File: src/rtl/vco_phase_gen.sv
// vco_phase_gen: multi-channel VCO phase source, FCW accumulator or looped table playback per channel.
// Latency: one clk from the enabling edge to registered p/wrap; first enabled cycle shows fcw>>FRAC_WIDTH or table[0].
// Backpressure: none, consumer samples p every cycle. Macro VCO_PLAYBACK_EN compiles in table, pointers and playback mode.
module vco_phase_gen #(
   parameter int PHASE_WIDTH = 11,
   parameter int FRAC_WIDTH  = 5,
   parameter int NUM_CH      = 2,
   parameter int DEPTH       = 1024,
   localparam int ACC_W      = PHASE_WIDTH + FRAC_WIDTH,
   localparam int AW         = $clog2(DEPTH)
) (
   input  logic                          clk,
   input  logic                          rst,
   input  logic [NUM_CH-1:0]             enb_n,
   input  logic                          mode,
   input  logic                          fcw_we,
   input  logic [2:0]                    fcw_ch,
   input  logic [ACC_W-1:0]              fcw_in,
   input  logic                          tbl_we,
   input  logic [AW-1:0]                 tbl_addr,
   input  logic [PHASE_WIDTH-1:0]        tbl_data,
   input  logic [AW-1:0]                 play_len,
   output logic [NUM_CH*PHASE_WIDTH-1:0] p,
   output logic [NUM_CH-1:0]             wrap
);

   logic [ACC_W-1:0]              acc_q   [NUM_CH];
   logic [ACC_W-1:0]              acc_d   [NUM_CH];
   logic [ACC_W-1:0]              fcw_q   [NUM_CH];
   logic [ACC_W-1:0]              fcw_d   [NUM_CH];
   logic [ACC_W:0]                acc_sum [NUM_CH];
   logic [NUM_CH*PHASE_WIDTH-1:0] p_q, p_d;
   logic [NUM_CH-1:0]             wrap_q, wrap_d;
   logic                          mode_chg;

`ifdef VCO_PLAYBACK_EN
   logic                   mode_q;
   logic [AW-1:0]          ptr_q   [NUM_CH];
   logic [AW-1:0]          ptr_d   [NUM_CH];
   logic [PHASE_WIDTH-1:0] tbl_mem [DEPTH];

   // A mode flip (against last cycle's mode) restarts every channel from zero.
   assign mode_chg = (mode != mode_q);
`else
   // Accumulator-only build: mode is pinned to 0 and the table inputs have no sink.
   assign mode_chg = 1'b0;
   wire unused_pb = ^{mode, tbl_we, tbl_addr, tbl_data, play_len};
`endif

   // Per-channel carry-extended sum and FCW write decode (out-of-range channel writes drop).
   always_comb begin
      for (int c = 0; c < NUM_CH; c++) begin
         acc_sum[c] = {1'b0, acc_q[c]} + {1'b0, fcw_q[c]};
         fcw_d[c]   = fcw_q[c];
         if (fcw_we && (32'(fcw_ch) == c)) begin
            fcw_d[c] = fcw_in;
         end
      end
   end

   // Next-state per channel: mode-change clear, disabled hold, accumulate or table playback.
   always_comb begin
      p_d    = '0;
      wrap_d = '0;
      for (int c = 0; c < NUM_CH; c++) begin
         acc_d[c] = acc_q[c];
`ifdef VCO_PLAYBACK_EN
         ptr_d[c] = ptr_q[c];
`endif
         if (mode_chg) begin
            acc_d[c] = '0;
`ifdef VCO_PLAYBACK_EN
            ptr_d[c] = '0;
`endif
         end else if (!enb_n[c]) begin
`ifdef VCO_PLAYBACK_EN
            if (mode) begin
               // Pointer above a shortened loop free-runs to DEPTH-1 and rolls over silently.
               p_d[c*PHASE_WIDTH +: PHASE_WIDTH] = tbl_mem[ptr_q[c]];
               if (ptr_q[c] == play_len) begin
                  ptr_d[c]  = '0;
                  wrap_d[c] = 1'b1;
               end else begin
                  ptr_d[c]  = ptr_q[c] + AW'(1);
               end
            end else begin
`endif
               acc_d[c]  = acc_sum[c][ACC_W-1:0];
               p_d[c*PHASE_WIDTH +: PHASE_WIDTH] = acc_sum[c][ACC_W-1 -: PHASE_WIDTH];
               wrap_d[c] = acc_sum[c][ACC_W];
`ifdef VCO_PLAYBACK_EN
            end
`endif
         end
      end
   end

   // Accumulator, FCW and output registers.
   always_ff @(posedge clk) begin
      if (rst) begin
         for (int c = 0; c < NUM_CH; c++) begin
            acc_q[c] <= '0;
            fcw_q[c] <= '0;
         end
         p_q    <= '0;
         wrap_q <= '0;
      end else begin
         for (int c = 0; c < NUM_CH; c++) begin
            acc_q[c] <= acc_d[c];
            fcw_q[c] <= fcw_d[c];
         end
         p_q    <= p_d;
         wrap_q <= wrap_d;
      end
   end

`ifdef VCO_PLAYBACK_EN
   // Read pointers; mode is tracked through reset so the first cycle after reset plays table[0].
   always_ff @(posedge clk) begin
      mode_q <= mode;
      if (rst) begin
         for (int c = 0; c < NUM_CH; c++) begin
            ptr_q[c] <= '0;
         end
      end else begin
         for (int c = 0; c < NUM_CH; c++) begin
            ptr_q[c] <= ptr_d[c];
         end
      end
   end

   // Shared table storage, not reset; same-cycle reads see the old word.
   always_ff @(posedge clk) begin
      if (!rst && tbl_we) begin
         tbl_mem[tbl_addr] <= tbl_data;
      end
   end
`endif

   assign p    = p_q;
   assign wrap = wrap_q;

endmodule

File: config.mk
export PLATFORM = sky130hd
export DESIGN_NAME = vco_phase_gen
export DESIGN_NICKNAME = d
export VERILOG_FILES = /design/src/rtl/vco_phase_gen.sv
export SDC_FILE = /design/constraint.sdc
export NUM_CORES = 1
export LEC_CHECK = 0
export ABC_AREA = 1
export CAP_MARGIN = 25
export CORE_AREA = 2 2 99 101
export DETAILED_ROUTE_END_ITERATION = 10
export DIE_AREA = 0 0 101 103
export PLACE_DENSITY = 0.77
export SYNTH_ARGS = -nofsm -noshare
export SYNTH_HDL_FRONTEND = slang
export SYNTH_SLANG_ARGS = --single-unit
File: constraint.sdc
create_clock -name clk -period 2.45 [get_ports clk]
set_clock_uncertainty 0.05 [all_clocks]
set_input_delay 0.49 -clock clk [delete_from_list [all_inputs] [get_ports clk]]
set_output_delay 0.49 -clock clk [all_outputs]
set_load 0.02 [all_outputs]
# After elaboration in Yosys (flattened, before gate mapping)
# Memory sizes are Yosys's and may differ from the RTL's.
# Cells that the tools add are included.
[classes]
n_addsub = 2
eq_ne = 1
mux = 11
n_bitwise = 4
reduce_logical = 5
[ops]
columns = ["operator", "count"]
rows = [
  ["$mux 16", 8],
  ["$add 16x16->17", 2],
  ["$or 1x1->1", 4],
  ["$reduce_or 2->1", 2],
  ["$eq 3x1->1 const B", 1],
  ["$logic_not 3->1", 1],
  ["$mux 1", 3],
  ["$logic_and 1x1->1", 2],
]
[word_totals]
ff_bits = 24
mem_bits_rw = 64
output_inout_bits = 24
word_cells = 29
mem_count = 2
[memory_table]
columns = ["memory", "words", "width", "read_ports", "rd_ports_with_merged_regs", "write_ports", "line_no", "text"]
rows = [
  ["acc_q", 2, 16, 2, 0, 2, "27", "logic [ACC_W-1:0] acc_q [NUM_CH];"],
  ["fcw_q", 2, 16, 2, 0, 2, "29", "logic [ACC_W-1:0] fcw_q [NUM_CH];"],
]

# Depth between registers and ports, before layout
# Gate-level depths: netlist of the first run.
[logic_depth]
ltp_word = 4
depth_mapped = 11
ltp_nobuf = 11

# Least setup slack after synthesis of the first run
# Ideal clock, no wire load.
[synth_path]
path_type = "register -> register"
from = "mem acc_q[0][0] in the netlist's numbering"
to = "mem acc_q[0][8] in the netlist's numbering"
setup_time_ps = 114
t_arrival_ps = 1537
t_required_ps = 2286
slack_ps = 749
path_stages_with_launch = 11
period_less_slack_ps = 1701
path_cell_list = "dfxtp_1 ha_1 fa_1 nand2_1 nand2_1 and2_2 nand2_1 nand2_1 xor2_1 nand2_1 nand2_1"
[synth_rtl]
columns = ["element", "line_no"]
rows = [
  ["start, declared", "27"],
]

==> key figures, run 1 <==
Run status
  – Status: finished clean

Power
  – Sw frac: between 20% and 30%
  – Max VDD drop: 0.227 mV
  – Pwr dens: between 500 and 600 nW/µm²
  – Sequential power share: ~52%
  – NetSw: slightly below 700 µW
  – Power share of the combinational group: 10.1%
  – Power Internal: 2230 µW
  – Clk pwr share: approximately two fifths
  – Pleak: just under 0.003 µW

Worst setup path
  – WS Path Type: reg -> reg
  – Cell Chain, Critical Path: ha_1, fa_1, nand2_2, nand2_1, nand3_1, nand2_1, nand2_1, nand3_1, nand3_1, nand2_1
  – Crit end category: register
  – Worst setup path startpoint: acc_q[0][16]
  – CP peak stage delay: 0.41 ns
  – WP data arrival: between 2 and 2.5 ns
  – Reg2reg start: acc_q[0][16]
  – CP bufs+invs: 0
  – Setup slack, reg-to-reg: about 0.54 ns
  – CP dominant cell by count: nand2_1
  – Crit path launch type: register
  – Delay-heaviest family, CP: simple AND/OR/NAND/NOR gates
  – Worst Path Required: around 2.7 ns
  – CP max stage cell: fa_1
  – Max Fanout on Critical Path: 4

Global route
  – All-Layer GR Usage: between 20 and 25%
  – Antenna violations before repair: 0
  – GRT Residual Overflow: 0
  – Vias in the first global route: approximately 3.9k
  – Largest net degree at the start of global routing: 33
  – First-pass GRT wire length: between 15000 and 20000 µm

Logic synthesis
  – Cell Area, Synth: 4720 µm²
  – Seq/Total Area, Yosys: between 30% and 40%
  – Cell count after synthesis: roughly 690
  – #FFs+latches synth: between 80 and 90
  – Synthesized area per cell: 6.88 µm²
  – Ys Warns: 0
  – Synth unique cells: 30
  – Syn_nets: about 780

Layout
  – Commonest cells after routing, fill and taps aside: nand2_1, inv_1, dfxtp_1
  – Area Growth Syn to Fin: 17.2%
  – Most common cell after layout, fill and taps aside: nand2_1
  – Share of cells above drive strength 1: just over 9%
  – Non-Filler Instances: 853
  – Fill cells: around 860
  – Layout Nets: 826
  – N_diodes: 0

Clock network
  – Cts repair resizes: 0
  – CTS tree: built
  – Hold_buf cts: 0
  – Clock buffer depth: 2
  – Post-CTS setup buffers: 0
  – H-tree depth: 3
  – Clock sink count: slightly below 90
  – CTS Root Cell: clkbuf_8
  – Reg clk slew, reported paths: 0.08 ns
  – Clk_lat worst skew: 0.36 ns
  – Total CTS buffers: 9

Placed design
  – Dpl cells: about 840
  – Dpl hpwl: 7700 µm
  – Place WS: ~0.36 ns
  – IO Port Bufs: 47
  – GP Congestion: 0.931

Routing
  – Final ANT Viol Nets: 0
  – Vias per cell: between 4 and 5
  – Avg WL per Cell: about 11 µm
  – DRC viols: 0
  – DR pass1 iterations: 5
  – DR iter-0 viols: between 100 and 150
  – Vias: 4178
  – Post-Route WL: slightly below 10000 µm

STA
  – Max-slew violation count: 0
  – Final setup TNS: 0 ns
  – # setup viols final: 0
  – Endpoints failing hold: 0
  – Setup ws final: ~0.54 ns
  – RSZ-0062 raised after global routing: false
  – Fin crit share: between 70% and 80%
  – Tightest Pin Transition: 0.575 ns
  – Slew Limit Headroom: ~62%
  – Max frequency: 0.522 GHz
  – Min Tclk post-route: around 1.9 ns

Floorplan
  – Top Ports: 81
  – Core Area: 9460 µm²
  – Height of the die: between 100 and 150 µm
  – # rows: 36
  – Starting Density: about 50%
  – Die area: between 10000 and 15000 µm²
  – Die width: 101 µm

Min path
  – Hold crit path type: reg -> reg
  – Hold path start: fcw_q[0][15]

Flow run
  – Max-cap violation count: 0
sequential cells by signal, summed over array words and instances (netlist names):
| register | cells |
|---|---|
| fcw_q | 32 |
| acc_q | 32 |
| p | 22 |
| wrap | 2 |
final timing paths:
check | endpoint | cells after the start
worst min-delay path | fcw_q[0][15] | 2
worst max-delay path | acc_q[0][30] | 10
worst max register to register | acc_q[0][30] | 10
worst min register to register | fcw_q[0][15] | 2
stage by stage:
step / instance area, µm² / util [%] / hold WS, ns / power [µW]
after floorplan: 4720 / - / 0.377 / 1720
after CTS: 5530 / 58.4 / 0.409 / 2930
after detailed placement: 5310 / 56.1 / 0.397 / 1830
after global placement: 5310 / 56.1 / 0.392 / 1820
after global routing: 5530 / 58.4 / 0.421 / 3030
final: 5530 / 58.4 / 0.405 / 2910
worst register-to-register path, cell delays in order, from the launching register on:
cell and delay (ns):
dfxtp_1 0.32, ha_1 0.24, fa_1 0.41, nand2_2 0.09
nand2_1 0.08, nand3_1 0.08, nand2_1 0.13, nand2_1 0.13
nand3_1 0.08, nand3_1 0.13, nand2_1 0.07
area by class of cell:
type | instances | area (µm²) | share of cell area (%)
tap | 114 | 143 | 2.58
sequential | 88 | 1760 | 31.9
clock inverter | 3 | 65.1 | 1.18
clock buffer | 12 | 155 | 2.81
inverter | 135 | 507 | 9.17
timing repair buffer | 53 | 515 | 9.33
multi-input combinational | 448 | 2380 | 43.0
power by group through the flow:
stage	Sequential [µW]	Clock, µW	Combinational, µW
2_1_floorplan	1540	0	181
3_3_place_gp	1540	0	283
3_5_place_dp	1540	0	293
4_1_cts	1500	1130	294
5_1_grt	1510	1180	330
6_report	1500	1110	293
cells in the mapped netlist (all sizes together):
library cell	n	share of area, %
nand2	218	18
inv	135	11
dfxtp	88	37
a21oi	50	5.4
o21ai	46	4.9
nor2	38	3.3
nand3	34	4.5
ha	32	8.5
clkbuf	8	0.64
xor2	7	1.3
buf	6	0.82
nor3	6	1.2
nand3b	5	0.80
a22o	4	0.74
and2	3	0.48
fa	2	0.85
nand4	2	0.27
or2	1	0.19
per-layer routing:
metal | global-route usage [%] | part of all wire [%] | vias to the layer above
li1 | - | - | 2221
met1 | 26.2 | 48 | 1849
met2 | 33.2 | 46 | 93
met3 | 2.78 | 4.3 | 15
met4 | 8.94 | 2.0 | 0
met5 | 0 | 0 | -
cell families (layout without fill, tap and decap cells):
| group | Yosys count | after routing | synth area share (%) |
|---|---|---|---|
| xor+xnor | 7 | 7 | 1.30 |
| simple gates | 307 | 307 | 28.8 |
| buf+inv | 149 | 203 | 12.2 |
| fa+ha+maj | 34 | 34 | 9.34 |
| compound gates | 100 | 100 | 11.0 |
| flops | 88 | 88 | 37.4 |
Power figures use the tool's default switching activity.
==> run 2, diff against run 1 <==
==> constraint.sdc (replaced) <==
create_clock -name clk -period 2 [get_ports clk]
set_clock_uncertainty 0.05 [all_clocks]
set_input_delay 0.4 -clock clk [delete_from_list [all_inputs] [get_ports clk]]
set_output_delay 0.4 -clock clk [all_outputs]
set_load 0.02 [all_outputs]
==> key figures, run 2 (synthesis gave the netlist of run 1 again) <==
Worst setup path
  – Crit path launch type: register
  – CP peak stage delay: 0.40 ns (about the same)
  – CP dominant cell by count: nand2_1
  – Cell Chain, Critical Path: ha_1, fa_1, nand2_1, nand2_1, and2_2, nand3_1, nand3_2, nand2_1, nand3_2, nand2_1
  – CP max stage cell: fa_1
  – WP data arrival: 2.17 ns (+0.05 ns)
  – Worst Path Required: 2.27 ns (-0.38 ns)
  – Delay-heaviest family, CP: simple AND/OR/NAND/NOR gates
  – Crit end category: register
  – Max Fanout on Critical Path: 3 (-1)
  – CP bufs+invs: 0 (unchanged)
  – WS Path Type: reg -> reg

Routing
  – DR pass1 iterations: 5 (unchanged)
  – Post-Route WL: 10300 µm (+5.6%)
  – Avg WL per Cell: 12.0 µm (+5.5%)
  – DR iter-0 viols: 128 (-5.9%)
  – Final ANT Viol Nets: 0 (unchanged)
  – Vias per cell: 4.99 (+1.9%)
  – Vias: 4262 (+2.0%)
  – DRC viols: 0 (unchanged)

Run status
  – Status: finished clean

Floorplan
  – Die area: 10400 µm² (unchanged)
  – Top Ports: 81 (unchanged)
  – Height of the die: 103 µm (unchanged)
  – # rows: 36 (unchanged)
  – Starting Density: 49.9% (unchanged)
  – Core Area: 9460 µm² (unchanged)
  – Die width: 101 µm (unchanged)

STA
  – Fin crit share: 95.0% (+17 points)
  – Setup ws final: 0.101 ns (-0.434 ns)
  – Tightest Pin Transition: 0.281 ns (-0.293 ns)
  – Slew Limit Headroom: 81.3% (+20 points)
  – # setup viols final: 0 (unchanged)
  – Min Tclk post-route: 1.90 ns (-0.0156 ns)
  – Endpoints failing hold: 0 (unchanged)
  – Max frequency: 0.527 GHz (+0.82%)
  – Max-slew violation count: 0 (unchanged)

Clock network
  – Clock buffer depth: 2 (unchanged)
  – Post-CTS setup buffers: 0 (unchanged)
  – CTS Root Cell: clkbuf_8
  – Clk_lat worst skew: 0.37 ns (about the same)
  – Reg clk slew, reported paths: 0.09 ns (about the same)
  – H-tree depth: 3 (unchanged)
  – Total CTS buffers: 9 (unchanged)
  – CTS tree: built
  – Cts repair resizes: 0 (unchanged)
  – Clock sink count: 88 (unchanged)
  – Hold_buf cts: 0 (unchanged)

Flow run
  – Max-cap violation count: 0 (unchanged)

Min path
  – Hold crit path type: reg -> reg

Layout
  – N_diodes: 0 (unchanged)
  – Commonest cells after routing, fill and taps aside: nand2_1, inv_1, dfxtp_1
  – Fill cells: 891 (+3.8%)
  – Layout Nets: 826 (unchanged)
  – Most common cell after layout, fill and taps aside: nand2_1
  – Area Growth Syn to Fin: 17.5%
  – Share of cells above drive strength 1: 9.86% (+0.80 points)

Global route
  – All-Layer GR Usage: 21.2% (+1.1 points)
  – GRT Residual Overflow: 0 (unchanged)
  – Antenna violations before repair: 0 (unchanged)
  – Vias in the first global route: 4128 (+6.4%)
  – First-pass GRT wire length: 17600 µm (+5.6%)
  – Largest net degree at the start of global routing: 33 (unchanged)

Power
  – Pleak: 0.00292 µW (about the same)
  – Pwr dens: 640 nW/µm² (+22%)
  – Max VDD drop: 0.293 mV (+29%)
  – Tot Pwr: 3540 µW (+22%)

Placed design
  – Place WS: 0.122 ns (-0.240 ns)
  – IO Port Bufs: 47 (unchanged)
  – Dpl hpwl: 7840 µm (+1.8%)
  – GP Congestion: 0.902 (-3.1%)
run 2: area by class of cell:
cell class	instances	area [µm²]	area share, %
clock buffers	11	131	2.37
clock inverters	5	81.3	1.47
inverters	135	507	9.14
multi-input cells	448	2400	43.4
flip-flops and latches	88	1760	31.8
well taps	114	143	2.57
repair buffers	53	515	9.30
run 2: worst paths after layout:
check,from,endpoint,slack (ns),depth (start not counted)
setup / recovery,acc_q[0][0],acc_q[0][12],0.10,10
hold / removal,fcw_q[0][31],fcw_q[0][31],0.40,2
setup reg to reg,acc_q[0][0],acc_q[0][12],0.10,10
hold reg to reg,fcw_q[0][31],fcw_q[0][31],0.40,2
run 2: metal layers:
metal	up-vias	track usage [%]	wire (µm)	share of wire, %
li1	2216	-	-	-
met1	1932	26.1	4590	45
met2	97	36.8	4950	48
met3	17	3.53	533	5.2
met4	0	9.25	189	1.8
met5	-	0	0	0
run 2: through the flow:
stage | cells | area [µm²] | setup TNS [ns] | utilization (%) | hold WS (ns)
final | 854 | 5540 | 0 | 58.6 | 0.404
after global routing | 854 | 5540 | -0.0280 | 58.6 | 0.430
after CTS | 854 | 5520 | 0 | 58.3 | 0.406
after detailed placement | 838 | 5310 | 0 | 56.1 | 0.393
after global placement | 838 | 5310 | 0 | 56.1 | 0.392
after floorplan | 685 | 4720 | 0 | - | 0.377
run 2: worst reg2reg max path, stage by stage, from the launching register on:
cell     delay (ns)
dfxtp_1        0.32
ha_1           0.22
fa_1           0.40
nand2_1        0.10
nand2_1        0.08
and2_2         0.20
nand3_1        0.11
nand3_2        0.09
nand2_1        0.10
nand3_2        0.09
nand2_1        0.07
run 2: power breakdown:
part           leakage [µW]  internal [µW]  switching [µW]  total, µW
clock              0.000104            704             632       1340
sequential         0.000714           1810            33.6       1840
combinational       0.00210            155             211        365
